[config.mk]
export PLATFORM = sky130hd
export DESIGN_NAME = cordic_iter_ctrl_flat
export DESIGN_NICKNAME = d
export VERILOG_FILES = /design/src/rtl/cordic_iter_ctrl_pkg.sv /design/src/rtl/cordic_iter_ctrl_if.sv /design/src/rtl/cordic_iter_ctrl_angle_rom.sv /design/src/rtl/cordic_iter_ctrl.sv /design/src/flat_wrapper.sv
export SDC_FILE = /design/constraint.sdc
export NUM_CORES = 1
export LEC_CHECK = 0
export CAP_MARGIN = 10
export CELL_PAD_IN_SITES_DETAIL_PLACEMENT = 0
export CELL_PAD_IN_SITES_GLOBAL_PLACEMENT = 1
export CORE_MARGIN = 2
export CORE_UTILIZATION = 33
export DETAILED_ROUTE_END_ITERATION = 8
export HOLD_SLACK_MARGIN = 0.08
export MAX_ROUTING_LAYER = met4
export PLACE_DENSITY_LB_ADDON = 0.1
export SYNTH_ARGS = -nofsm -noshare
export SYNTH_HDL_FRONTEND = slang
export SYNTH_SLANG_ARGS = --single-unit
[constraint.sdc]
create_clock -name clk_i -period 2.7 [get_ports clk_i]
set_input_delay 0.54 -clock clk_i [delete_from_list [all_inputs] [get_ports clk_i]]
set_output_delay 0.54 -clock clk_i [all_outputs]
set_load 0.03 [all_outputs]
[src/rtl/cordic_iter_ctrl_pkg.sv]
// Shared definitions for the iterative CORDIC sequencer: FSM encoding,
// Q0.31 angle tables, shift schedule and angle quantisation helpers.
package cordic_pkg;

  typedef enum logic [1:0] {
    ST_IDLE    = 2'd0,
    ST_RUN     = 2'd1,
    ST_CAPTURE = 2'd2,
    ST_DONE    = 2'd3
  } state_t;

  localparam int COORD_CIRCULAR   = 0;
  localparam int COORD_LINEAR     = 1;
  localparam int COORD_HYPERBOLIC = 2;

  // atan(2^-i) in Q0.31
  localparam logic [31:0] ATAN_Q31 [16] = '{
    32'd1686629713, 32'd995675659, 32'd526087673, 32'd267050317,
    32'd134043374,  32'd67087031,  32'd33551701,  32'd16776875,
    32'd8388565,    32'd4194299,   32'd2097151,   32'd1048576,
    32'd524288,     32'd262144,    32'd131072,    32'd65536
  };

  // 2^-i in Q0.31; entry 0 is exactly 1.0, which needs the full unsigned word
  localparam logic [31:0] LIN_Q31 [16] = '{
    32'h8000_0000, 32'h4000_0000, 32'h2000_0000, 32'h1000_0000,
    32'h0800_0000, 32'h0400_0000, 32'h0200_0000, 32'h0100_0000,
    32'h0080_0000, 32'h0040_0000, 32'h0020_0000, 32'h0010_0000,
    32'h0008_0000, 32'h0004_0000, 32'h0002_0000, 32'h0001_0000
  };

  // atanh(2^-i) in Q0.31; i=0 is undefined and never scheduled
  localparam logic [31:0] ATANH_Q31 [16] = '{
    32'd0,          32'd1179625963, 32'd548494837, 32'd269846813,
    32'd134392901,  32'd67130722,   32'd33557163,  32'd16777557,
    32'd8388651,    32'd4194309,    32'd2097153,   32'd1048576,
    32'd524288,     32'd262144,     32'd131072,    32'd65536
  };

  // Shift index for step k. Hyperbolic starts at 1 and repeats 4 and 13
  // so the rotation sequence converges.
  function automatic logic [3:0] sched_shift(input int coord_sys, input logic [3:0] k);
    logic [3:0] s;
    s = k;
    if (coord_sys == COORD_HYPERBOLIC) begin
      if (k < 4'd4)
        s = k + 4'd1;
      else if (k > 4'd13)
        s = k - 4'd1;
      else
        s = k;
    end
    return s;
  endfunction

  function automatic longint angle_q31(input int coord_sys, input logic [3:0] idx);
    logic [31:0] v;
    case (coord_sys)
      COORD_LINEAR:     v = LIN_Q31[idx];
      COORD_HYPERBOLIC: v = ATANH_Q31[idx];
      default:          v = ATAN_Q31[idx];
    endcase
    return longint'({32'd0, v});
  endfunction

  // Move a Q0.31 value onto the 2^n_frac grid, rounding half up.
  function automatic longint to_nfrac(input longint q31, input int n_frac);
    int s;
    s = 31 + n_frac;
    if (s <= 0)
      return q31 <<< (-s);
    return (q31 + (longint'(1) <<< (s - 1))) >>> s;
  endfunction

endpackage

[src/rtl/cordic_iter_ctrl_if.sv]
// Operand and result handshakes between the phase logic and the sequencer.
interface cordic_iter_ctrl_if #(
  parameter int BITWIDTH = 8
);
  logic                       in_valid_i;
  logic                       in_ready_o;
  logic signed [BITWIDTH-1:0] in_x_i;
  logic signed [BITWIDTH-1:0] in_y_i;
  logic signed [BITWIDTH-1:0] in_z_i;
  logic                       out_valid_o;
  logic                       out_ready_i;
  logic signed [BITWIDTH-1:0] out_x_o;
  logic signed [BITWIDTH-1:0] out_y_o;
  logic signed [BITWIDTH-1:0] out_z_o;

  // sequencer side
  modport slave (
    input  in_valid_i, in_x_i, in_y_i, in_z_i, out_ready_i,
    output in_ready_o, out_valid_o, out_x_o, out_y_o, out_z_o
  );

  // producer / consumer side
  modport master (
    output in_valid_i, in_x_i, in_y_i, in_z_i, out_ready_i,
    input  in_ready_o, out_valid_o, out_x_o, out_y_o, out_z_o
  );
endinterface

[src/rtl/cordic_iter_ctrl_angle_rom.sv]
// Shift index -> quantised micro-rotation angle. The whole table is an
// elaboration-time constant, so this reduces to a small mux.
module cordic_angle_rom
  import cordic_pkg::*;
#(
  parameter int COORDINATE_SYSTEM = 0,
  parameter int N_FRAC            = -7,
  parameter int BITWIDTH          = 8
) (
  input  logic [3:0]                i_idx,
  output logic signed [BITWIDTH-1:0] o_angle
);

  // Linear entry 0 (1.0) does not fit when N_INT=0; clip to the largest code.
  localparam longint MAX_POS = (longint'(1) <<< (BITWIDTH - 1)) - 1;

  logic signed [BITWIDTH-1:0] w_table [16];

  for (genvar gi = 0; gi < 16; gi++) begin : g_table
    localparam longint RAW = to_nfrac(angle_q31(COORDINATE_SYSTEM, 4'(gi)), N_FRAC);
    localparam longint SAT = (RAW > MAX_POS) ? MAX_POS : RAW;
    assign w_table[gi] = SAT[BITWIDTH-1:0];
  end

  assign o_angle = w_table[i_idx];

endmodule

[src/rtl/cordic_iter_ctrl.sv]
// Iterative CORDIC sequencer: time-multiplexes one external CordicSlice over
// ITERATIONS micro-rotations, feeding its registered outputs back each step.
module cordic_iter_ctrl
  import cordic_pkg::*;
#(
  parameter int N_INT             = 0,
  parameter int N_FRAC            = -7,
  parameter int COORDINATE_SYSTEM = 0,
  parameter int ITERATIONS        = 7,
  parameter int SHIFT_BITWIDTH    = 4,
  localparam int BITWIDTH         = N_INT - N_FRAC + 1
) (
  input  logic                       clk_i,
  input  logic                       rst_i,
  cordic_iter_ctrl_if.slave          io,
  output logic                       busy_o,
  output logic signed [BITWIDTH-1:0] slice_x_o,
  output logic signed [BITWIDTH-1:0] slice_y_o,
  output logic signed [BITWIDTH-1:0] slice_z_o,
  output logic [SHIFT_BITWIDTH-1:0]  slice_shift_o,
  output logic signed [BITWIDTH-1:0] slice_angle_o,
  input  logic signed [BITWIDTH-1:0] slice_x_i,
  input  logic signed [BITWIDTH-1:0] slice_y_i,
  input  logic signed [BITWIDTH-1:0] slice_z_i
);

  localparam logic [3:0] K_LAST = 4'(ITERATIONS - 1);

  state_t                     r_state;
  state_t                     w_state_next;
  logic [3:0]                 r_k;
  logic signed [BITWIDTH-1:0] r_op_x, r_op_y, r_op_z;
  logic signed [BITWIDTH-1:0] r_out_x, r_out_y, r_out_z;
  logic                       w_accept;
  logic [3:0]                 w_sched;
  logic signed [BITWIDTH-1:0] w_angle;

  assign w_sched = sched_shift(COORDINATE_SYSTEM, r_k);

  cordic_angle_rom #(
    .COORDINATE_SYSTEM(COORDINATE_SYSTEM),
    .N_FRAC           (N_FRAC),
    .BITWIDTH         (BITWIDTH)
  ) u_angle_rom (
    .i_idx  (w_sched),
    .o_angle(w_angle)
  );

  // state register
  always_ff @(posedge clk_i or posedge rst_i) begin
    if (rst_i) r_state <= ST_IDLE;
    else       r_state <= w_state_next;
  end

  // next state plus handshake/status outputs, all decoded from the state
  always_comb begin
    w_state_next   = r_state;
    w_accept       = 1'b0;
    io.in_ready_o  = 1'b0;
    io.out_valid_o = 1'b0;
    busy_o         = 1'b0;
    case (r_state)
      ST_IDLE: begin
        io.in_ready_o = 1'b1;
        if (io.in_valid_i) begin
          w_accept     = 1'b1;
          w_state_next = ST_RUN;
        end
      end
      ST_RUN: begin
        busy_o = 1'b1;
        if (r_k == K_LAST) w_state_next = ST_CAPTURE;
      end
      ST_CAPTURE: begin
        busy_o       = 1'b1;
        w_state_next = ST_DONE;
      end
      ST_DONE: begin
        io.out_valid_o = 1'b1;
        if (io.out_ready_i) w_state_next = ST_IDLE;
      end
      default: w_state_next = ST_IDLE;
    endcase
  end

  // step counter: restarts on accept, advances once per RUN cycle
  always_ff @(posedge clk_i or posedge rst_i) begin
    if (rst_i)                r_k <= 4'd0;
    else if (w_accept)        r_k <= 4'd0;
    else if (r_state == ST_RUN) r_k <= r_k + 4'd1;
  end

  // operand registers: start values for step 0
  always_ff @(posedge clk_i or posedge rst_i) begin
    if (rst_i) begin
      r_op_x <= '0;
      r_op_y <= '0;
      r_op_z <= '0;
    end else if (w_accept) begin
      r_op_x <= io.in_x_i;
      r_op_y <= io.in_y_i;
      r_op_z <= io.in_z_i;
    end
  end

  // result registers: the slice output after the final step, held until the next capture
  always_ff @(posedge clk_i or posedge rst_i) begin
    if (rst_i) begin
      r_out_x <= '0;
      r_out_y <= '0;
      r_out_z <= '0;
    end else if (r_state == ST_CAPTURE) begin
      r_out_x <= slice_x_i;
      r_out_y <= slice_y_i;
      r_out_z <= slice_z_i;
    end
  end

  assign io.out_x_o = r_out_x;
  assign io.out_y_o = r_out_y;
  assign io.out_z_o = r_out_z;

  // slice drive: operands on step 0, feedback afterwards; idle schedule outside RUN
  always_comb begin
    slice_x_o     = r_op_x;
    slice_y_o     = r_op_y;
    slice_z_o     = r_op_z;
    slice_shift_o = '0;
    slice_angle_o = '0;
    if (r_state == ST_RUN) begin
      if (r_k != 4'd0) begin
        slice_x_o = slice_x_i;
        slice_y_o = slice_y_i;
        slice_z_o = slice_z_i;
      end
      slice_shift_o = SHIFT_BITWIDTH'(w_sched);
      slice_angle_o = w_angle;
    end
  end

endmodule

[src/flat_wrapper.sv]
// flat-port wrapper written by rule: the top's interface ports become plain ports
module cordic_iter_ctrl_flat import cordic_pkg::*;
#(
  parameter int N_INT             = 0,
  parameter int N_FRAC            = -7,
  parameter int COORDINATE_SYSTEM = 0,
  parameter int ITERATIONS        = 7,
  parameter int SHIFT_BITWIDTH    = 4,
  localparam int BITWIDTH         = N_INT - N_FRAC + 1
)
  (clk_i, rst_i, busy_o, slice_x_o, slice_y_o, slice_z_o, slice_shift_o, slice_angle_o, slice_x_i, slice_y_i, slice_z_i, io_in_valid_i, io_in_x_i, io_in_y_i, io_in_z_i, io_out_ready_i, io_in_ready_o, io_out_valid_o, io_out_x_o, io_out_y_o, io_out_z_o);
  cordic_iter_ctrl_if #(.BITWIDTH((8))) io_i ();
  input  logic clk_i;
  input  logic rst_i;
  output logic busy_o;
  output logic signed [BITWIDTH-1:0] slice_x_o;
  output logic signed [BITWIDTH-1:0] slice_y_o;
  output logic signed [BITWIDTH-1:0] slice_z_o;
  output logic [SHIFT_BITWIDTH-1:0] slice_shift_o;
  output logic signed [BITWIDTH-1:0] slice_angle_o;
  input  logic signed [BITWIDTH-1:0] slice_x_i;
  input  logic signed [BITWIDTH-1:0] slice_y_i;
  input  logic signed [BITWIDTH-1:0] slice_z_i;
  input wire logic [$bits(io_i.in_valid_i)-1:0] io_in_valid_i;
  input wire logic [$bits(io_i.in_x_i)-1:0] io_in_x_i;
  input wire logic [$bits(io_i.in_y_i)-1:0] io_in_y_i;
  input wire logic [$bits(io_i.in_z_i)-1:0] io_in_z_i;
  input wire logic [$bits(io_i.out_ready_i)-1:0] io_out_ready_i;
  output wire logic [$bits(io_i.in_ready_o)-1:0] io_in_ready_o;
  output wire logic [$bits(io_i.out_valid_o)-1:0] io_out_valid_o;
  output wire logic [$bits(io_i.out_x_o)-1:0] io_out_x_o;
  output wire logic [$bits(io_i.out_y_o)-1:0] io_out_y_o;
  output wire logic [$bits(io_i.out_z_o)-1:0] io_out_z_o;
  assign io_i.in_valid_i = io_in_valid_i;
  assign io_i.in_x_i = io_in_x_i;
  assign io_i.in_y_i = io_in_y_i;
  assign io_i.in_z_i = io_in_z_i;
  assign io_i.out_ready_i = io_out_ready_i;
  assign io_in_ready_o = io_i.in_ready_o;
  assign io_out_valid_o = io_i.out_valid_o;
  assign io_out_x_o = io_i.out_x_o;
  assign io_out_y_o = io_i.out_y_o;
  assign io_out_z_o = io_i.out_z_o;
  cordic_iter_ctrl #(.N_INT(N_INT), .N_FRAC(N_FRAC), .COORDINATE_SYSTEM(COORDINATE_SYSTEM), .ITERATIONS(ITERATIONS), .SHIFT_BITWIDTH(SHIFT_BITWIDTH)) u_core (.clk_i(clk_i), .rst_i(rst_i), .io(io_i), .busy_o(busy_o), .slice_x_o(slice_x_o), .slice_y_o(slice_y_o), .slice_z_o(slice_z_o), .slice_shift_o(slice_shift_o), .slice_angle_o(slice_angle_o), .slice_x_i(slice_x_i), .slice_y_i(slice_y_i), .slice_z_i(slice_z_i));
endmodule
==> results.json <==
{
  "min_to": "u_core.r_op_y[6]",
  "cts_tree": "yes",
  "synthMuxAreaShare_pct": 31.9,
  "vias_per_cell": 4.51,
  "cellInternalPower_mw": 3.10,
  "multi_input_area_um2": 1200,
  "cp-end-kind": "output port",
  "synth-main-ff-cell": "dfrtp_1",
  "highest_layer": "met4",
  "clkSinkCount": 54,
  "hpwl_um": 4620,
  "reg2reg_to": "u_core.r_state[1]",
  "synth_seq_area_share_pct": 51.3,
  "worstHoldStart": "u_core.r_op_y[6]",
  "timing.fmax_mhz": 392,
  "avgRoutedWirePerCell_um": 14.8,
  "clock_latency_ns": 0.30,
  "switching_power_mw": 2.42,
  "finalMaxSlewViolations": 0,
  "seqPwrFrac_pct": 26.1,
  "grt_usage_pct": 15.3,
  "cts.htree.levels": 2,
  "clk_pin_slew_worst_paths_ns": 0.10,
  "async_reset_ff_share_pct": 100,
  "synth_most_common_cell": "mux2_2",
  "setup_tns_ns": 0,
  "tightest_slew_ns": 0.598,
  "status": "completed",
  "leakage_nw": 1.76,
  "period_share_pct": 94.5,
  "whs_path_depth": 1,
  "yosysWarnings": 0,
  "final_area_um2": 3980,
  "areaGrowthSynthToFinish_pct": 51.0,
  "arrival_ns": 2.01,
  "die_w_um": 93.4,
  "yosys_register_bits": 54,
  "rsz0062_at_grt": "false",
  "critical_path_class": "flip-flop to output port",
  "drt-pass1-iter-count": 4,
  "route.detailed.drc": 0,
  "critPathLaunch": "u_core.r_state[1]",
  "slew-limit-headroom_pct": 60.2,
  "drive_above_1_share_pct": 38.9,
  "finClkSkew_ns": 0.00765,
  "grt_pass1_vias": 2065,
  "hold_class": "flip-flop to flip-flop",
  "final_cells": 423,
  "r2r_slack_ns": 0.89,
  "register_area_um2": 1350,
  "core_region_area_um2": 7730,
  "powerDensity_nw_per_um2": 1390,
  "grt.overflow.total": 0,
  "place_area_um2": 3950,
  "hold_violations": 0,
  "start_util_pct": 34.1,
  "dr_wl_met3_um": 423,
  "final_antenna_net_count": 0,
  "place_congestion": 0.710,
  "r2r.worst_path.cells": 4,
  "vias": 1907,
  "crit_fanout": 5,
  "startpoint_type": "flip-flop",
  "r2r_start": "u_core.r_state[0]",
  "rows": 32,
  "synth_edf_count": 0,
  "numCtsBuffers": 5,
  "grt_antenna_before_repair": 0,
  "cts-root-buf": "clkbuf_8",
  "die_h_um": 93.4,
  "ioPinCount": 115,
  "crit_family": "buffers and inverters",
  "yosysUniqueCellTypes": 25,
  "routed_wl_um": 6250,
  "vdd_drop_max_v": 0.000592,
  "min_period_ns": 2.55,
  "syn-cell-area_um2": 2640,
  "synthAdderAreaFrac_pct": 5.70,
  "crit_buf_inv": 3,
  "drt_iter0_drc": 35,
  "maxCapViolCount": 0,
  "synth_nets": 257,
  "p_comb_share_pct": 64.2,
  "synth_xor_area_share_pct": 0.997,
  "die-area_um2": 8720,
  "grt_pass1_wl_um": 10300,
  "clkPwrFrac_pct": 9.7,
  "setup_viol": 0,
  "met2_length_um": 2770,
  "synthDominantCellAreaShare_pct": 51.3,
  "grt_max_degree": 25,
  "nFillCells": 707,
  "crit_chain": "inv_1 -> ha_2 -> buf_4 -> and2_1 -> clkdlybuf4s50_1",
  "synth_top_family_by_area": "multiplexers",
  "critical_path_required_ns": 2.16,
  "synth_top_cell_by_area": "dfrtp_1",
  "diodes": 0,
  "port-buffer-count": 113,
  "switching_share_pct": 43.8,
  "synth_common_cells": "mux2_2 (71), dfrtp_1 (54), ha_1 (12), a21oi_1 (7), inv_1 (7)",
  "synth_area_leaders": "dfrtp_1 (51%), mux2_2 (30%), ha_1 (5.7%), a21oi_1 (1.3%), inv_1 (1.0%)",
  "crit_slowest_cell": "clkdlybuf4s50_1",
  "synthCells": 193,
  "synth-compound-area-share_pct": 2.52,
  "avgSynthCellArea_um2": 13.7,
  "nets": 384,
  "synthSimpleGateAreaFrac_pct": 4.22,
  "clockBufferDepth": 2,
  "slowest_delay_ns": 0.66,
  "wl_met1_um": 3000,
  "dp.cells": 411
}
[worst max path at each step]
stage	depth (start not counted)	to	slack, ns
after floorplan	5	slice_angle_o[6]	0.36
after global placement	7	slice_x_o[0]	0.07
after detailed placement	7	slice_x_o[1]	0.05
after CTS	8	slice_x_o[7]	-0.01
after global routing	5	slice_shift_o[0]	0.01
final	5	slice_shift_o[0]	0.15
[stage by stage]
step / hold slack, ns / setup WS [ns] / util [%] / power (mW)
6_report: 0.509 / 0.148 / 51.5 / 5.52
5_1_grt: 0.530 / 0.0121 / 51.5 / 5.88
4_1_cts: 0.515 / -0.0136 / 53.3 / 5.77
3_5_place_dp: 0.492 / 0.0461 / 51.1 / 5.24
3_3_place_gp: 0.487 / 0.0741 / 51.1 / 5.22
2_1_floorplan: 0.474 / 0.365 / - / 3.78
[cell type report]
type | instances | area share (%)
sequential | 54 | 33.9
multi-input combinational | 121 | 30.2
timing repair buffer | 130 | 29.1
tap | 102 | 3.21
clock buffer | 5 | 1.73
clock inverter | 3 | 1.10
inverter | 8 | 0.754
[metal layers]
layer | track usage (%) | vias to the layer above
met3 | 3.55 | 4
met5 | - | -
met2 | 22.6 | 73
met1 | 21.8 | 901
met4 | 3.06 | 0
li1 | - | 929
[power by group through the flow]
stage / Sequential [mW] / Clock [mW] / Combinational [mW]
2_1_floorplan: 1.80 / 0 / 1.99
3_5_place_dp: 1.46 / 0 / 3.78
6_report: 1.44 / 0.537 / 3.54
5_1_grt: 1.49 / 0.603 / 3.78
4_1_cts: 1.44 / 0.563 / 3.76
3_3_place_gp: 1.46 / 0 / 3.77
[sequential cells by signal, summed over array words and instances (netlist names)]
name	cells
u_core.io.out_z_o	8
u_core.io.out_x_o	8
u_core.r_k	4
u_core.r_op_x	8
u_core.r_op_z	8
u_core.r_state	2
u_core.io.out_y_o	8
u_core.r_op_y	8
[cell families (layout without fill, tap and decap cells)]
group / count (synthesis) / after routing
AO/OA/AOI/OAI: 9 / 9
XOR/XNOR: 3 / 3
adder cells (fa/ha/maj): 12 / 12
buffers and inverters: 18 / 146
flip-flops: 54 / 54
multiplexers: 75 / 75
other: 1 / 1
AND/OR/NAND/NOR: 21 / 21
[timing repair]
action,CTS,global route
gates cloned,2,0
buffers inserted,2,0
resized for setup,81,48
pin swaps,0,0
endpoints found under the hold margin,0,0
hold buffers,0,0
setup endpoints to repair,31,32
[placed cells by master (no fill, tap or decap), drive strengths merged, types with 3 or more instances in the layout]
master         count
nand2              4
dlygate4sd2        7
buf               38
clkbuf             8
inv                9
mux2              73
a21oi              7
and2               4
ha                12
nor2               3
nor3               4
clkdlybuf4s50     82
dfrtp             54
Note: power is estimated with default switching activity, not from simulation.
==> RTL change 1, RTL diff (same flow settings) <==
`SHIFT_BITWIDTH` is set to 4 in 2 places; all go to 3.
--- a/src/rtl/cordic_iter_ctrl.sv
+++ b/src/rtl/cordic_iter_ctrl.sv
@@ -7,7 +7,7 @@
   parameter int N_FRAC            = -7,
   parameter int COORDINATE_SYSTEM = 0,
   parameter int ITERATIONS        = 7,
-  parameter int SHIFT_BITWIDTH    = 4,
+  parameter int SHIFT_BITWIDTH    = 3,
   localparam int BITWIDTH         = N_INT - N_FRAC + 1
 ) (
   input  logic                       clk_i,
--- a/src/flat_wrapper.sv
+++ b/src/flat_wrapper.sv
@@ -5,7 +5,7 @@
   parameter int N_FRAC            = -7,
   parameter int COORDINATE_SYSTEM = 0,
   parameter int ITERATIONS        = 7,
-  parameter int SHIFT_BITWIDTH    = 4,
+  parameter int SHIFT_BITWIDTH    = 3,
   localparam int BITWIDTH         = N_INT - N_FRAC + 1
 )
   (clk_i, rst_i, busy_o, slice_x_o, slice_y_o, slice_z_o, slice_shift_o, slice_angle_o, slice_x_i, slice_y_i, slice_z_i, io_in_valid_i, io_in_x_i, io_in_y_i, io_in_z_i, io_out_ready_i, io_in_ready_o, io_out_valid_o, io_out_x_o, io_out_y_o, io_out_z_o);
Ports: changed (resized slice_shift_o); port bits go from 115 to 114. No check against the original RTL was run, so the function may have changed too.
==> RTL change 1 against the original RTL <==
Critical path depth up 2. Synthesized cell count down 0.52%. Sequential share of layout area up 0.25 points. Worst setup slack worse by 0.028 ns. Register-to-register slack worse by 0.03 ns. Hold slack better by 0.0040 ns. Routed wire length down 3.0%. Area after synthesis down 0.24%. Die area down 0.22%. Cell area down 0.72%. Clock skew up 0.0045 ns. Sequential cell count unchanged. Power down 2.4%. Critical path type unchanged. Critical endpoint is now slice_y_o[1].
==> RTL change 1: results (changes against the original RTL) <==
* Status: completed
* Worst hold start: u_core.r_op_x[6]
* Total GRT Usage at 15.0% (-0.35 points)
* Worst-case reg-to-reg path depth at 4 (unchanged)
* NonClk Buf Share at 29.3% (+0.21 points)
* CTS resizes at 95 (+17%)
* TritonCTS buffer count at 5 (unchanged)
* Synth top cells by count: mux2_2 (71), dfrtp_1 (54), ha_1 (12), a21oi_1 (7), inv_1 (7)
* Synth Cell Area at 2630 um2 (-0.24%)
* Worst Path Arrival at 2.04 ns (+0.03 ns)
* Multi-input gate share of total cell area at 30.3% (+0.062 points)
* Dpl ws at 0.0363 ns (-0.00978 ns)
* Routed wl met3 at 397 um (-6.1%)
* Share of layout cells above drive strength 1 at 38.2% (-0.70 points)
* Worst R2R Start: u_core.r_state[0]
* Number of non-clock buffers in the layout at 129 (-0.77%)
* Met1 Use GR at 20.7% (-1.1 points)
* Clock network area share at 2.28% (-0.55 points)
* Iter 0 DRT Violations at 54 (+54%)
* Critical Path Source: u_core.r_k[0]
* Area after DPL at 3950 um2 (about the same)
* Ranking of synthesized cells by area: dfrtp_1 (51%), mux2_2 (30%), ha_1 (5.7%)
* Global-route wire length before repair at 9960 um (-2.9%)
* Final Non-Filler Cells at 421 (-0.47%)
* Hold Path End: u_core.r_op_x[6]
* WL met1 at 2830 um (-5.6%)
* Routed wl met2 at 2820 um (+1.6%)
* Pleak at 1.79 nW (+1.8%)
* Met2 Use GR at 22.4% (-0.18 points)
* Placed cells at 411 (unchanged)
* Total internal power at 0.00298 W (-3.8%)
* Worst path max stage delay at 0.39 ns (-0.27 ns)
* Routed wire per std cell at 14.4 um (-2.5%)
* Count of multi-input gates at 120 (-0.83%)
* Largest net degree at the start of global routing at 30 (+20%)
* GR Util met3 at 3.46% (-0.081 points)
* Sequential area share after synthesis at 51.4% (+0.12 points)
* Design area at 3950 um2 (-0.72%)
* Diodes inserted at 0 (unchanged)
* Combinational share of power at 64.8% (+0.6 points)
* GP Congestion at 0.695 (-2.2%)
* Flop-to-flop setup slack at 0.86 ns (-0.03 ns)
* Post-CTS setup buffers at 1 (-1)
* Maximum vdd ir drop at 587 uV (-0.98%)
* Final hold slack at 0.513 ns (+0.00396 ns)
* DR vias/cell at 4.58 (+1.6%)
* Final min period at 2.58 ns (+0.0284 ns)
* Syn avg cell area at 13.7 um2 (+0.28%)
* P_clk at 0.000456 W (-15%)
* Input/output buffers at 112 (-0.88%)
* Clock power frac at 8.5% (-1.2 points)
* Setup crit end: slice_y_o[1]
* Setup Skew at 0.0121 ns (+0.00449 ns)
* Number of nets in the layout at 382 (-0.52%)
* Slowest CP cell: dfrtp_1
* Hpwl dp at 4490 um (-2.9%)
* Worst rel slew slack at 61.9% (+1.7 points)
-- RTL change 1: cell types whose count changed in the layout (fill, tap and decap cells not counted), sizes merged, moves of 2 or more --
cell           unedited run  this run
buf                      38        36
clkdlybuf4s15             0         2
clkdlybuf4s50            82        78
dlymetal6s2s              0         3
-- RTL change 1: critical path, delay by kind of cell, from the launching register on --
family / cells / cell delay (ns)
muxes: 1 / 0.34
adders and majority gates: 1 / 0.17
buffers and inverters: 4 / 0.68
DFF: 1 / 0.39
AOI/OAI and AO/OA: 1 / 0.18
-- RTL change 1: logic make-up after synthesis --
logic type | Yosys count | share of synthesized area (%)
buffers and inverters | 18 | 3.23
multiplexers | 75 | 32.0
AND/OR/NAND/NOR | 20 | 4.00
adder cells (fa/ha/maj) | 12 | 5.71
AO/OA/AOI/OAI | 9 | 2.52
XOR/XNOR | 3 | 0.999
flip-flops | 54 | 51.4
other | 1 | 0.143
==> RTL change 2, RTL diff (same settings) <==
Without the edit above. Reset style: synchronous (`rst_i`), changed in 4 clocked blocks.
--- a/src/rtl/cordic_iter_ctrl.sv
+++ b/src/rtl/cordic_iter_ctrl.sv
@@ -47,7 +47,7 @@
   );
 
   // state register
-  always_ff @(posedge clk_i or posedge rst_i) begin
+  always_ff @(posedge clk_i) begin
     if (rst_i) r_state <= ST_IDLE;
     else       r_state <= w_state_next;
   end
@@ -84,14 +84,14 @@
   end
 
   // step counter: restarts on accept, advances once per RUN cycle
-  always_ff @(posedge clk_i or posedge rst_i) begin
+  always_ff @(posedge clk_i) begin
     if (rst_i)                r_k <= 4'd0;
     else if (w_accept)        r_k <= 4'd0;
     else if (r_state == ST_RUN) r_k <= r_k + 4'd1;
   end
 
   // operand registers: start values for step 0
-  always_ff @(posedge clk_i or posedge rst_i) begin
+  always_ff @(posedge clk_i) begin
     if (rst_i) begin
       r_op_x <= '0;
       r_op_y <= '0;
@@ -104,7 +104,7 @@
   end
 
   // result registers: the slice output after the final step, held until the next capture
-  always_ff @(posedge clk_i or posedge rst_i) begin
+  always_ff @(posedge clk_i) begin
     if (rst_i) begin
       r_out_x <= '0;
       r_out_y <= '0;
Function: differs if rst_i is asserted again (counterexample within 4 cycles, from zero or initial values and one cycle with rst_i high); with rst_i held inactive, the same outputs for 10 cycles.
==> RTL change 2 against the original RTL <==
Non-clock buffer count down 5. Routed wire length up 6.4%. Synthesized cell count up 42%. Critical endpoint is now slice_y_o[3]. Core utilization up 1.3 points. Highest routed layer unchanged. Worst setup slack worse by 0.13 ns. Cell area down 3.2%. Sequential cell count unchanged. Area after synthesis down 4.9%. Hold slack worse by 0.050 ns.
Power is not compared: it rests on default switching activity, and its combinational part moved more than twofold at a synthesized area within 25%.
==> RTL change 2: results (changes against the original RTL) <==
* Status: completed
* Global-route wire length before repair at 10,900 um (+5.9%)
* Max Cap Viol at 0 (unchanged)
* DR DRC count at 0 (unchanged)
* Ys async rst share at 0% (-100 points)
* Final wirelength at 6650 um (+6.4%)
* Critical Path Source: u_core.r_k[1]
* Worst Path Arrival at 2.14 ns (+0.13 ns)
* Synth top cells by count: dfxtp_1 (54), nand2_1 (52), a21oi_1 (27), mux2i_1 (26), nor2_1 (26)
* Synth cell types at 28 (+12%)
* Setup Skew at 0.00712 ns (-0.000523 ns)
* Worst hold path type: reg2reg
* Iter 0 DRT Violations at 80 (+130%)
* Worst path max stage delay at 0.36 ns (-0.30 ns)
* CTS max path bufs at 2 (unchanged)
* Pleak at 1.66 nW
* Worst-case reg-to-reg path depth at 5 (+1)
* Worst R2R Start: u_core.r_state[1]
* Share of layout cells above drive strength 1 at 11.8% (-27 points)
* Post-Synth Adder-Cell Area at 5.49% (-0.21 points)
* Clock Latency Late Sink at 0.30 ns (about the same)
* Antenna violations before repair at 0 (unchanged)
* Number of nets in the layout at 451 (+17%)
* Sequential area share after synthesis at 43.1% (-8.1 points)
* DR pass1 iterations at 4 (unchanged)
* Vias in the first global route at 2,224 (+7.7%)
* Hpwl dp at 4810 um (+4.2%)
* Compound-Gate Fraction of Synth Area at 7.29% (+4.8 points)
* Maximum vdd ir drop at 295 uV
* TritonCTS buffer count at 5 (unchanged)
* CTS root buffer: clkbuf_8
* Worst rel slew slack at 63.4% (+3.3 points)
* Xor/xnor share of the synthesized area at 1.05% (+0.051 points)
* Setup crit end: slice_y_o[3]
* Synth Warn # at 0 (unchanged)
* Fill cells at 748 (+5.8%)
* Slowest CP cell: mux2_2
* Worst-path clk slew at 0.09 ns
* Ranking of synthesized cells by area: dfxtp_1 (43%), mux2i_1 (10%), mux2_2 (10%)
* Worst r2r dst: u_core.r_state[0]
* Post-synthesis mux area share at 21.2% (-11 points)
* Largest net degree at the start of global routing at 29 (+16%)
* GP Congestion at 0.734 (+3.3%)
* Crit-path max FO at 12 (+7)
* Flop-to-flop setup slack at 1.15 ns (+0.26 ns)
* Post-CTS setup buffers at 0 (-2)
* Delay-heaviest family, CP: buffers and inverters
* Syn_nets at 338 (+32%)
* DR vias at 2,256 (+18%)
* Total GRT Usage at 16.4% (+1.1 points)
* Input/output buffers at 113 (unchanged)
==> RTL change 2: tightest hold or removal path: stages, from the launching register on <==
cell and delay [ns]:
dfxtp_1 0.32, nand2_1 0.05, a21oi_1 0.05
==> RTL change 2: how the worst min path moves through the flow <==
stage	startpoint	endpoint	slack (ns)	depth (start not counted)
floorplan	u_core.r_op_x[0]	u_core.r_op_x[0]	0.43	2
global placement	u_core.r_op_x[7]	u_core.r_op_x[7]	0.44	2
detailed placement	u_core.r_op_z[4]	u_core.r_op_z[4]	0.45	2
CTS	u_core.r_op_z[4]	u_core.r_op_z[4]	0.46	2
global route	u_core.r_op_x[3]	u_core.r_op_x[3]	0.48	2
finish	u_core.r_op_z[7]	u_core.r_op_z[7]	0.46	2
==> RTL change 2: routing by layer <==
metal	vias to the layer above	GRT usage (%)	routed length, um
met3	6	3.32	351
met1	1046	21.3	3140
met2	70	26.2	3110
met5	-	-	0
met4	0	4.55	46
li1	1134	-	-
==> RTL change 2: report_power, final <==
part           total [W]  internal, W  leakage (nW)  switching (W)
clock network   0.000501     0.000236        0.0544       0.000266
logic            0.00172     0.000727          1.17       0.000996
registers        0.00103     0.000953         0.440      0.0000814
==> RTL change 2: timing repair <==
action | in CTS | in global routing
endpoints found under the setup margin | 24 | 30
resized for setup | 24 | 6
gates cloned | 0 | 0
==> RTL change 2: logic make-up (layout without fill, tap and decap cells) <==
group | Yosys count | after routing
AOI/OAI and AO/OA | 31 | 31
xor gates and xnor gates | 3 | 3
adders and majority gates | 11 | 11
buffers and inverters | 25 | 139
DFF | 54 | 54
muxes | 50 | 50
other | 1 | 1
and+or+nand+nor | 100 | 100
==> RTL change 2: stage by stage <==
step | util [%] | setup WS [ns] | power [W] | cells | cell area, um2
final | 52.8 | 0.0180 | 0.00326 | 488 | 3850
after global routing | 52.8 | -0.111 | 0.00347 | 488 | 3850
after CTS | 52.6 | -0.0123 | 0.00332 | 488 | 3840
after detailed placement | 51.6 | 0.0897 | 0.00287 | 480 | 3760
after global placement | 51.6 | 0.116 | 0.00286 | 480 | 3760
after floorplan | - | 0.442 | 0.00218 | 275 | 2510
==> RTL change 2: layout make-up <==
class                      instances  share of cell area [%]
multi-input combinational        196                    33.9
timing repair buffer             125                    31.5
sequential                        54                    28.1
tap                               99                    3.22
clock buffer                       7                    2.50
inverter                           6                   0.585
clock inverter                     1                   0.227
